`src/rtl/conv_pkg.sv`:
```
// Shared types and sizing for the convolution datapath.
package conv_pkg;

    localparam int unsigned PIX_W       = 8;
    localparam int unsigned IMAGE_MAX_W = 64;
    localparam int unsigned ADDR_W      = $clog2(IMAGE_MAX_W);

    typedef logic [PIX_W-1:0]  pixel_t;
    typedef logic [ADDR_W-1:0] col_t;
    typedef logic [2:0]        row_t;

    typedef enum logic [1:0] {
        StIdle,
        StFill,
        StRun,
        StErr
    } seq_state_t;

    // One slot of the window alignment pipe.
    typedef struct packed {
        logic   vld;
        logic   sof;
        logic   eol;
        pixel_t pix;
    } seq_dly_t;

endpackage

```
`src/rtl/conv_seq_dly.sv`:
```
// Fixed-depth alignment pipe that matches the window stream to the line-buffer read latency.
module conv_seq_dly
    import conv_pkg::*;
#(
    parameter int unsigned LB_LAT = 2
) (
    input  logic     clk,
    input  logic     arst_n,
    input  seq_dly_t dly_i,
    output seq_dly_t dly_o
);

    seq_dly_t r_pipe [LB_LAT];

    always_ff @(posedge clk or negedge arst_n) begin
        if (!arst_n) begin
            for (int i = 0; i < int'(LB_LAT); i++) begin
                r_pipe[i] <= '0;
            end
        end else begin
            r_pipe[0] <= dly_i;
            for (int i = 1; i < int'(LB_LAT); i++) begin
                r_pipe[i] <= r_pipe[i-1];
            end
        end
    end

    assign dly_o = r_pipe[LB_LAT-1];

endmodule

```
`src/rtl/conv_cntrl_seq.sv`:
```
// Line-buffer sequencer: drives push/pop/data to the line buffers, learns frame width,
// flags line-length errors and emits a latency-matched window-valid stream.
module conv_cntrl_seq
    import conv_pkg::*;
#(
    parameter int unsigned LB_LAT = 2,
    parameter int unsigned ROWS_N = 4
) (
    input  logic              clk,
    input  logic              arst_n,
    input  logic              pix_vld_i,
    input  pixel_t            pix_dat_i,
    input  logic              pix_sof_i,
    input  logic              pix_eol_i,
    output logic [ROWS_N:1]   lb_push_o,
    output logic [ROWS_N:1]   lb_pop_o,
    output pixel_t            lb_dat_o,
    output logic              lb_sof_o,
    output logic              lb_eol_o,
    output logic              win_vld_o,
    output pixel_t            win_dat_o,
    output logic              win_sof_o,
    output logic              win_eol_o,
    output logic              err_o
);

    localparam col_t COL_LAST = col_t'(IMAGE_MAX_W - 1);
    localparam row_t ROW_FULL = row_t'(ROWS_N);
    localparam row_t ROW_LAST = row_t'(ROWS_N - 1);

    seq_state_t r_state, w_state_nxt;
    col_t       r_col,   w_col_nxt;
    row_t       r_row,   w_row_nxt;
    col_t       r_width, w_width_nxt;
    logic       r_err,   w_err_nxt;

    logic       w_accept;
    logic       w_bad;
    logic       w_push;
    col_t       w_col_cur;
    row_t       w_row_cur;
    seq_dly_t   w_dly_in;
    seq_dly_t   w_dly_out;

    always_ff @(posedge clk or negedge arst_n) begin
        if (!arst_n) begin
            r_state <= StIdle;
            r_col   <= '0;
            r_row   <= '0;
            r_width <= '0;
            r_err   <= 1'b0;
        end else begin
            r_state <= w_state_nxt;
            r_col   <= w_col_nxt;
            r_row   <= w_row_nxt;
            r_width <= w_width_nxt;
            r_err   <= w_err_nxt;
        end
    end

    always_comb begin
        w_state_nxt = r_state;
        w_col_nxt   = r_col;
        w_row_nxt   = r_row;
        w_width_nxt = r_width;
        w_err_nxt   = r_err;

        // A sof pixel is processed as column 0 of row 0 of a fresh frame.
        w_col_cur = pix_sof_i ? '0 : r_col;
        w_row_cur = pix_sof_i ? '0 : r_row;
        w_accept  = pix_vld_i && (pix_sof_i || r_state == StFill || r_state == StRun);

        w_bad = 1'b0;
        if (w_row_cur != '0) begin
            if (pix_eol_i && (w_col_cur != r_width)) begin
                w_bad = 1'b1;
            end
            if (!pix_eol_i && (w_col_cur == r_width)) begin
                w_bad = 1'b1;
            end
        end
        if (!pix_eol_i && (w_col_cur == COL_LAST)) begin
            w_bad = 1'b1;
        end
        w_push = w_accept && !w_bad;

        if (w_accept) begin
            if (pix_sof_i) begin
                w_state_nxt = StFill;
                w_col_nxt   = '0;
                w_row_nxt   = '0;
                w_width_nxt = '0;
                w_err_nxt   = 1'b0;
            end
            if (w_bad) begin
                w_state_nxt = StErr;
                w_err_nxt   = 1'b1;
            end else if (pix_eol_i) begin
                w_col_nxt = '0;
                if (w_row_cur == '0) begin
                    w_width_nxt = w_col_cur;
                end
                if (w_row_cur < ROW_FULL) begin
                    w_row_nxt = w_row_cur + 3'd1;
                end
                if (w_row_cur == ROW_LAST) begin
                    w_state_nxt = StRun;
                end
            end else begin
                w_col_nxt = w_col_cur + col_t'(1);
            end
        end
    end

    always_comb begin
        lb_push_o = {ROWS_N{w_push}};
        lb_pop_o  = '0;
        for (int i = 1; i <= int'(ROWS_N); i++) begin
            lb_pop_o[i] = w_push && (w_row_cur >= row_t'(i));
        end
        lb_dat_o = w_push ? pix_dat_i : '0;
        lb_sof_o = w_push && pix_sof_i;
        lb_eol_o = w_push && pix_eol_i;

        // Only pixels entering a full window are carried down the pipe.
        w_dly_in = '0;
        if (w_push && (w_row_cur == ROW_FULL)) begin
            w_dly_in.vld = 1'b1;
            w_dly_in.sof = pix_sof_i;
            w_dly_in.eol = pix_eol_i;
            w_dly_in.pix = pix_dat_i;
        end
    end

    conv_seq_dly #(
        .LB_LAT (LB_LAT)
    ) u_dly (
        .clk    (clk),
        .arst_n (arst_n),
        .dly_i  (w_dly_in),
        .dly_o  (w_dly_out)
    );

    assign win_vld_o = w_dly_out.vld;
    assign win_sof_o = w_dly_out.sof;
    assign win_eol_o = w_dly_out.eol;
    assign win_dat_o = w_dly_out.pix;
    assign err_o     = r_err;

endmodule

```
`config.mk`:
```
export PLATFORM = sky130hd
export DESIGN_NAME = conv_cntrl_seq
export DESIGN_NICKNAME = d
export VERILOG_FILES = /design/src/rtl/conv_pkg.sv /design/src/rtl/conv_seq_dly.sv /design/src/rtl/conv_cntrl_seq.sv
export SDC_FILE = /design/constraint.sdc
export NUM_CORES = 1
export LEC_CHECK = 0
export ABC_AREA = 1
export BUFFER_PORTS_ARGS = -buffer_cell sky130_fd_sc_hd__buf_2
export CELL_PAD_IN_SITES_DETAIL_PLACEMENT = 1
export CELL_PAD_IN_SITES_GLOBAL_PLACEMENT = 1
export CORE_ASPECT_RATIO = 2
export CORE_UTILIZATION = 42
export DETAILED_ROUTE_END_ITERATION = 16
export GPL_ROUTABILITY_DRIVEN = 1
export PLACE_DENSITY_LB_ADDON = 0.1
export SYNTH_ARGS = -nofsm -noshare
export SYNTH_HDL_FRONTEND = slang
export SYNTH_SLANG_ARGS = --single-unit
export TNS_END_PERCENT = 10
```
`constraint.sdc`:
```
create_clock -name clk -period 4.3 [get_ports clk]
set_input_delay 0.86 -clock clk [delete_from_list [all_inputs] [get_ports clk]]
set_output_delay 0.86 -clock clk [all_outputs]
set_load 0.03 [all_outputs]
```
==> results.yml, run 1 <==
run_status:
  outcome: "complete, no violations"
sta:
  setup_viol: 0
  finalMaxSlewViolations: 0
  final_hold_viol_count: 0
  rsz0062_at_grt: "false"
  final.setup_skew_ns: 0.00474
  fmax_mhz: 266
  fin_crit_ns: 3.76
  timing.setup.tns_ns: 0
  period_share: 0.876
  worstMarginPinSlew_ns: 0.870
  relSlewSlack: 0.420
floorplan:
  die_h_um: 99.1
  core_area_mm2: 0.00455
  num_rows: 35
  initial_utilization: 0.435
  num_io_pins: 43
  die_area_mm2: 0.00501
  die_x_um: 50.6
critical_path:
  critPathSlowestCell: "nand3_4"
  crit_buf_inv: 5
  cpPeakStageDelay_ns: 0.34
  critPathMaxFanout: 28
  worstSetupStartpointType: "input port"
  critPathTopFamily: "simple AND/OR/NAND/NOR gates"
  worstSetupPathType: "input port to output port"
  cp-end-kind: "output port"
  path_cells: "buf_2, inv_2, nand2_1, inv_1, ha_1, nand4_1, nor3_1, nand2_1, nand3_4, inv_2, buf_2"
  cp.arrival_ns: 2.90
  crit_required_ns: 3.44
placement:
  dp_hpwl_mm: 3.54
  gp_congestion: 0.861
  dpl_cell_area_mm2: 0.00214
  port_buffers: 42
clock_network:
  cts_buffers: 5
  cts_sinks: 40
  clk_latency_ns: 0.28
  clk_pin_slew_ns: 0.08
  cts_buffer_depth: 2
  cts.repair.resized: 0
  cts_root_buf: "clkbuf_8"
  cts.htree.levels: 2
  ctsHoldBuffers: 0
  post-cts-setup-buffers: 0
  tritoncts: "built"
logic_synthesis:
  yosysUniqueCellTypes: 25
  yosysTopAreaCell: "dfrtp_1"
  synthTopCellsByArea: "dfrtp_1 (51%), nand2_1 (9.8%), nor2_1 (5.9%)"
  synth_top_area_frac: 0.505
  synth_warnings: 0
  ys_ff_latch: 40
  postSynthCellCount: 237
  ys_seq_area_frac: 0.505
  syn_area_mm2: 0.00198
  synth_nets: 255
  synth_area_per_cell_um2: 8.36
global_route:
  grt_pass1_vias: 1685
  met3_usage: 0.0336
  grt_util_met2: 0.387
  grt_max_degree: 41
  grt_antenna_before_repair: 0
  grt-ovfl-total: 0
  grt_pass1_wl_mm: 7.85
  grt_usage: 0.212
  grt-busiest-layer: "met2"
  grt_util_met1: 0.233
pwr:
  p_leak_nw: 1.27
  power.internal_w: 0.000679
  ir_worst_vdd_mv: 0.307
  comb_power_share: 0.336
  power_frac_clock: 0.272
  seqPwrFrac: 0.392
  p_sw_w: 0.000418
  swShare: 0.381
  power_density_mw_per_mm2: 488
run:
  max_cap_viol_count: 0
layout:
  syn_to_final_growth_pct: 13.5
  final_cell_mix: "nand2_1 (52), buf_2 (42), dfrtp_1 (40), nor2_1 (31), inv_1 (25)"
  fin_nets: 288
  utilization: 0.494
  diodes: 0
  final_area_mm2: 0.00225
  final_common_cell: "nand2_1"
  drive_above_1_share: 0.210
  fill_cells: 590
drt:
  ant_nets: 0
  avgRoutedWirePerCell_um: 14.5
  firstDrtPassIters: 4
  drc: 0
  via_per_inst: 5.06
  routed_wl_mm: 4.73
  dr.first_iter.drc_count: 24
  num_vias: 1651
min_path:
  hold_class: "flop to flop"
layer usage:
layer  share of wire  vias to the layer above  wire length [um]
li1                -                      806                 -
met1            0.39                      805              1860
met2            0.56                       32              2640
met3           0.026                        8               124
met4           0.023                        0               108
met5               0                        -                 0
cell usage after synthesis:
master / instances
conb_1: 1
buf_2: 2
buf_6: 2
nor2_1: 31
nand3_4: 1
nor3_1: 8
inv_2: 3
nand3_1: 20
o21ai_0: 13
dfrtp_1: 40
clkbuf_1: 1
nor4_1: 1
xor2_1: 4
o21ai_1: 1
o211ai_1: 1
nand2_2: 1
nand3_2: 1
nand4_1: 2
nor2_2: 1
o32ai_1: 4
a21oi_1: 5
buf_4: 12
inv_1: 25
nand2_1: 52
ha_1: 5
registers in the layout, indices dropped and copies added, names as in the netlist:
name and count:
r_state 2, err_o 1, r_width 6, r_col 6, u_dly.dly_o 11, r_row 3, u_dly.r_pipe 11
power by group through the flow:
stage	sequential [W]	combinational [W]	clock, W
final	0.000430	0.000369	0.000298
after global routing	0.000434	0.000412	0.000322
after CTS	0.000430	0.000375	0.000310
after detailed placement	0.000437	0.000372	0
after global placement	0.000436	0.000366	0
after floorplan	0.000440	0.000282	0
logic make-up (layout without fill, tap and decap cells):
group | Yosys count | after routing | share of synthesized area
DFF | 40 | 40 | 0.505
and+or+nand+nor | 118 | 118 | 0.258
adders and majority gates | 5 | 5 | 0.0316
xor gates and xnor gates | 4 | 4 | 0.0177
buffers and inverters | 45 | 79 | 0.117
AOI/OAI and AO/OA | 24 | 24 | 0.0694
other | 1 | 1 | 0.00189
worst paths after layout:
path	startpoint	end	slack [ns]	cells past startpoint
setup / recovery	pix_sof_i	lb_push_o[4]	0.54	11
hold / removal	u_dly.r_pipe[20]	u_dly.dly_o[9]	0.35	0
setup reg to reg	r_state[1]	u_dly.r_pipe[17]	2.28	9
hold reg to reg	u_dly.r_pipe[20]	u_dly.dly_o[9]	0.35	0
max in group asynchronous	arst_n	u_dly.r_pipe[15]	3.06	1
min in group asynchronous	arst_n	r_col[2]	0.68	1
per-stage QoR:
stage	std cells	setup slack, ns	hold slack (ns)	power, W
6_report	326	0.535	0.347	0.00110
5_1_grt	326	0.277	0.355	0.00117
4_1_cts	326	0.522	0.351	0.00111
3_5_place_dp	318	0.534	0.336	0.000810
3_3_place_gp	318	0.666	0.331	0.000802
2_1_floorplan	237	1.12	0.331	0.000722
layout make-up:
type / count / area [um^2] / share of cell area
clock inverter: 2 / 35.0 / 0.0156
inverter: 28 / 105 / 0.0467
clock buffer: 6 / 72.6 / 0.0323
timing repair buffer: 43 / 218 / 0.0968
sequential: 40 / 1000 / 0.445
multi-input combinational: 152 / 749 / 0.333
tap: 55 / 68.8 / 0.0306
No activity file was read; power rests on OpenSTA's default activity.
==> run 2: changes to the inputs <==
--- a/config.mk
+++ b/config.mk
@@ -10,7 +10,7 @@
 export CELL_PAD_IN_SITES_DETAIL_PLACEMENT = 1
 export CELL_PAD_IN_SITES_GLOBAL_PLACEMENT = 1
 export CORE_ASPECT_RATIO = 2
-export CORE_UTILIZATION = 42
+export CORE_UTILIZATION = 39
 export DETAILED_ROUTE_END_ITERATION = 16
 export GPL_ROUTABILITY_DRIVEN = 1
 export PLACE_DENSITY_LB_ADDON = 0.1
==> constraint.sdc (replaced) <==
create_clock -name clk -period 4.1 [get_ports clk]
set_input_delay 0.82 -clock clk [delete_from_list [all_inputs] [get_ports clk]]
set_output_delay 0.82 -clock clk [all_outputs]
set_load 0.03 [all_outputs]
==> run 2 against run 1 <==
Against the previous run:
- critical path depth unchanged
- largest power group unchanged
- routed wire length increased by 5.5%
- combinational power increased by 6.5%
- register-to-register slack got worse by 0.19 ns
- cell count increased by 0.92%
==> results.yml, run 2 (same netlist as run 1, synthesis figures left out) <==
critical_path:
  worstReg2RegStart: "r_row[1]"
  startpoint: "pix_sof_i"
  worstSetupPathType: "input port to output port"
  cp.arrival_ns: 2.82
  cp-end-kind: "output port"
  crit_required_ns: 3.28
  critPathMaxFanout: 28
  worstSetupStartpointType: "input port"
global_route:
  grt-ovfl-total: 0
  grt_max_degree: 41
  grt_usage: 0.210
  grt_pass1_wl_mm: 8.00
  grt_pass1_vias: 1704
  grt_antenna_before_repair: 0
sta:
  fin_ws_ns: 0.456
  relSlewSlack: 0.408
  setup_viol: 0
  finalMaxSlewViolations: 0
  fin_crit_ns: 3.64
  final.setup_skew_ns: 0.00501
  timing.setup.tns_ns: 0
  rsz0062_at_grt: "false"
  hold_slack_ns: 0.350
  fmax_mhz: 274
  period_share: 0.889
  worstMarginPinSlew_ns: 0.889
  final_hold_viol_count: 0
pwr:
  ir_worst_vdd_mv: 0.358
  power_density_mw_per_mm2: 526
  p_leak_nw: 1.28
  finalPower_w: 0.00120
layout:
  diodes: 0
  final_cell_mix: "nand2_1 (52), buf_2 (42), dfrtp_1 (40), nor2_1 (31), inv_1 (25)"
  drive_above_1_share: 0.217
  utilization: 0.468
  syn_to_final_growth_pct: 15.0
  fin_nets: 289
  final_common_cell: "nand2_1"
min_path:
  hold_class: "flop to flop"
  min_from: "u_dly.r_pipe[11]"
drt:
  routed_wl_mm: 4.99
  dr.first_iter.drc_count: 27
  firstDrtPassIters: 4
  drc: 0
  num_vias: 1657
  ant_nets: 0
  via_per_inst: 5.04
  avgRoutedWirePerCell_um: 15.2
clock_network:
  ctsHoldBuffers: 0
  cts.htree.levels: 2
  cts_buffer_depth: 2
  post-cts-setup-buffers: 0
  cts_root_buf: "clkbuf_8"
  cts.repair.resized: 0
  tritoncts: "built"
  cts_sinks: 40
  clk_pin_slew_ns: 0.08
  clk_latency_ns: 0.30
  cts_buffers: 5
placement:
  gp_congestion: 0.893
  dp_worst_setup_slack_ns: 0.429
  port_buffers: 42
  dp_hpwl_mm: 3.80
floorplan:
  num_rows: 36
  initial_utilization: 0.407
  die_x_um: 52.4
  core_area_mm2: 0.00486
  die_h_um: 103
  die_area_mm2: 0.00539
  num_io_pins: 43
run_status:
  outcome: "complete, no violations"
run:
  max_cap_viol_count: 0
==> run 2: cell count changes in the layout (fill, tap and decap cells not counted) <==
| cell | delta |
|---|---|
| clkbuf_1 | -1 |
| clkinv_2 | -1 |
| buf_4 | +1 |
| clkbuf_8 | +2 |
==> run 2: worst max-delay path, cell delays in order <==
cell,delay (ns)
buf_2,0.14
inv_2,0.25
nand2_1,0.14
inv_1,0.13
ha_1,0.20
nand4_1,0.14
nor3_1,0.16
nand2_1,0.16
nand3_4,0.33
inv_2,0.12
buf_2,0.20
==> run 2: final cells by class <==
cell class	instances	area (um^2)
Inverter	28	105
Clock inverter	1	30.0
Sequential cell	40	1000
Clock buffer	7	96.3
Timing Repair Buffer	44	225
Multi-Input combinational cell	152	749
Tap cell	57	71.3
Fill cell	628	2590
==> run 2: worst paths after layout <==
check	depth (start not counted)	slack (ns)	to
max	11	0.46	lb_push_o[4]
max reg2reg	10	2.09	r_row[1]
min reg2reg	0	0.35	u_dly.dly_o[0]
min in group asynchronous	1	0.64	r_col[2]
max in group asynchronous	1	2.90	u_dly.r_pipe[14]
min	0	0.35	u_dly.dly_o[0]
==> run 2: stage by stage <==
step,instance area [um^2],std cells
CTS,2280,329
global placement,2150,321
floorplan,1980,237
finish,2280,329
global route,2280,329
detailed placement,2150,321
==> run 2: routing by layer <==
metal  global-route usage  wire length (um)  up-vias
met3               0.0369               137       11
met2                0.402              2860       37
met5                    0                 0        -
met4                0.113               172        0
li1                     -                 -      811
met1                0.197              1820      798
==> run 2: power by group <==
group          internal (W)  total, W  leakage [nW]  switching [W]
logic              0.000105  0.000393         0.676       0.000288
clock network      0.000215  0.000353        0.0645       0.000138
registers          0.000429  0.000453         0.541      0.0000237
total              0.000749   0.00120          1.28       0.000449
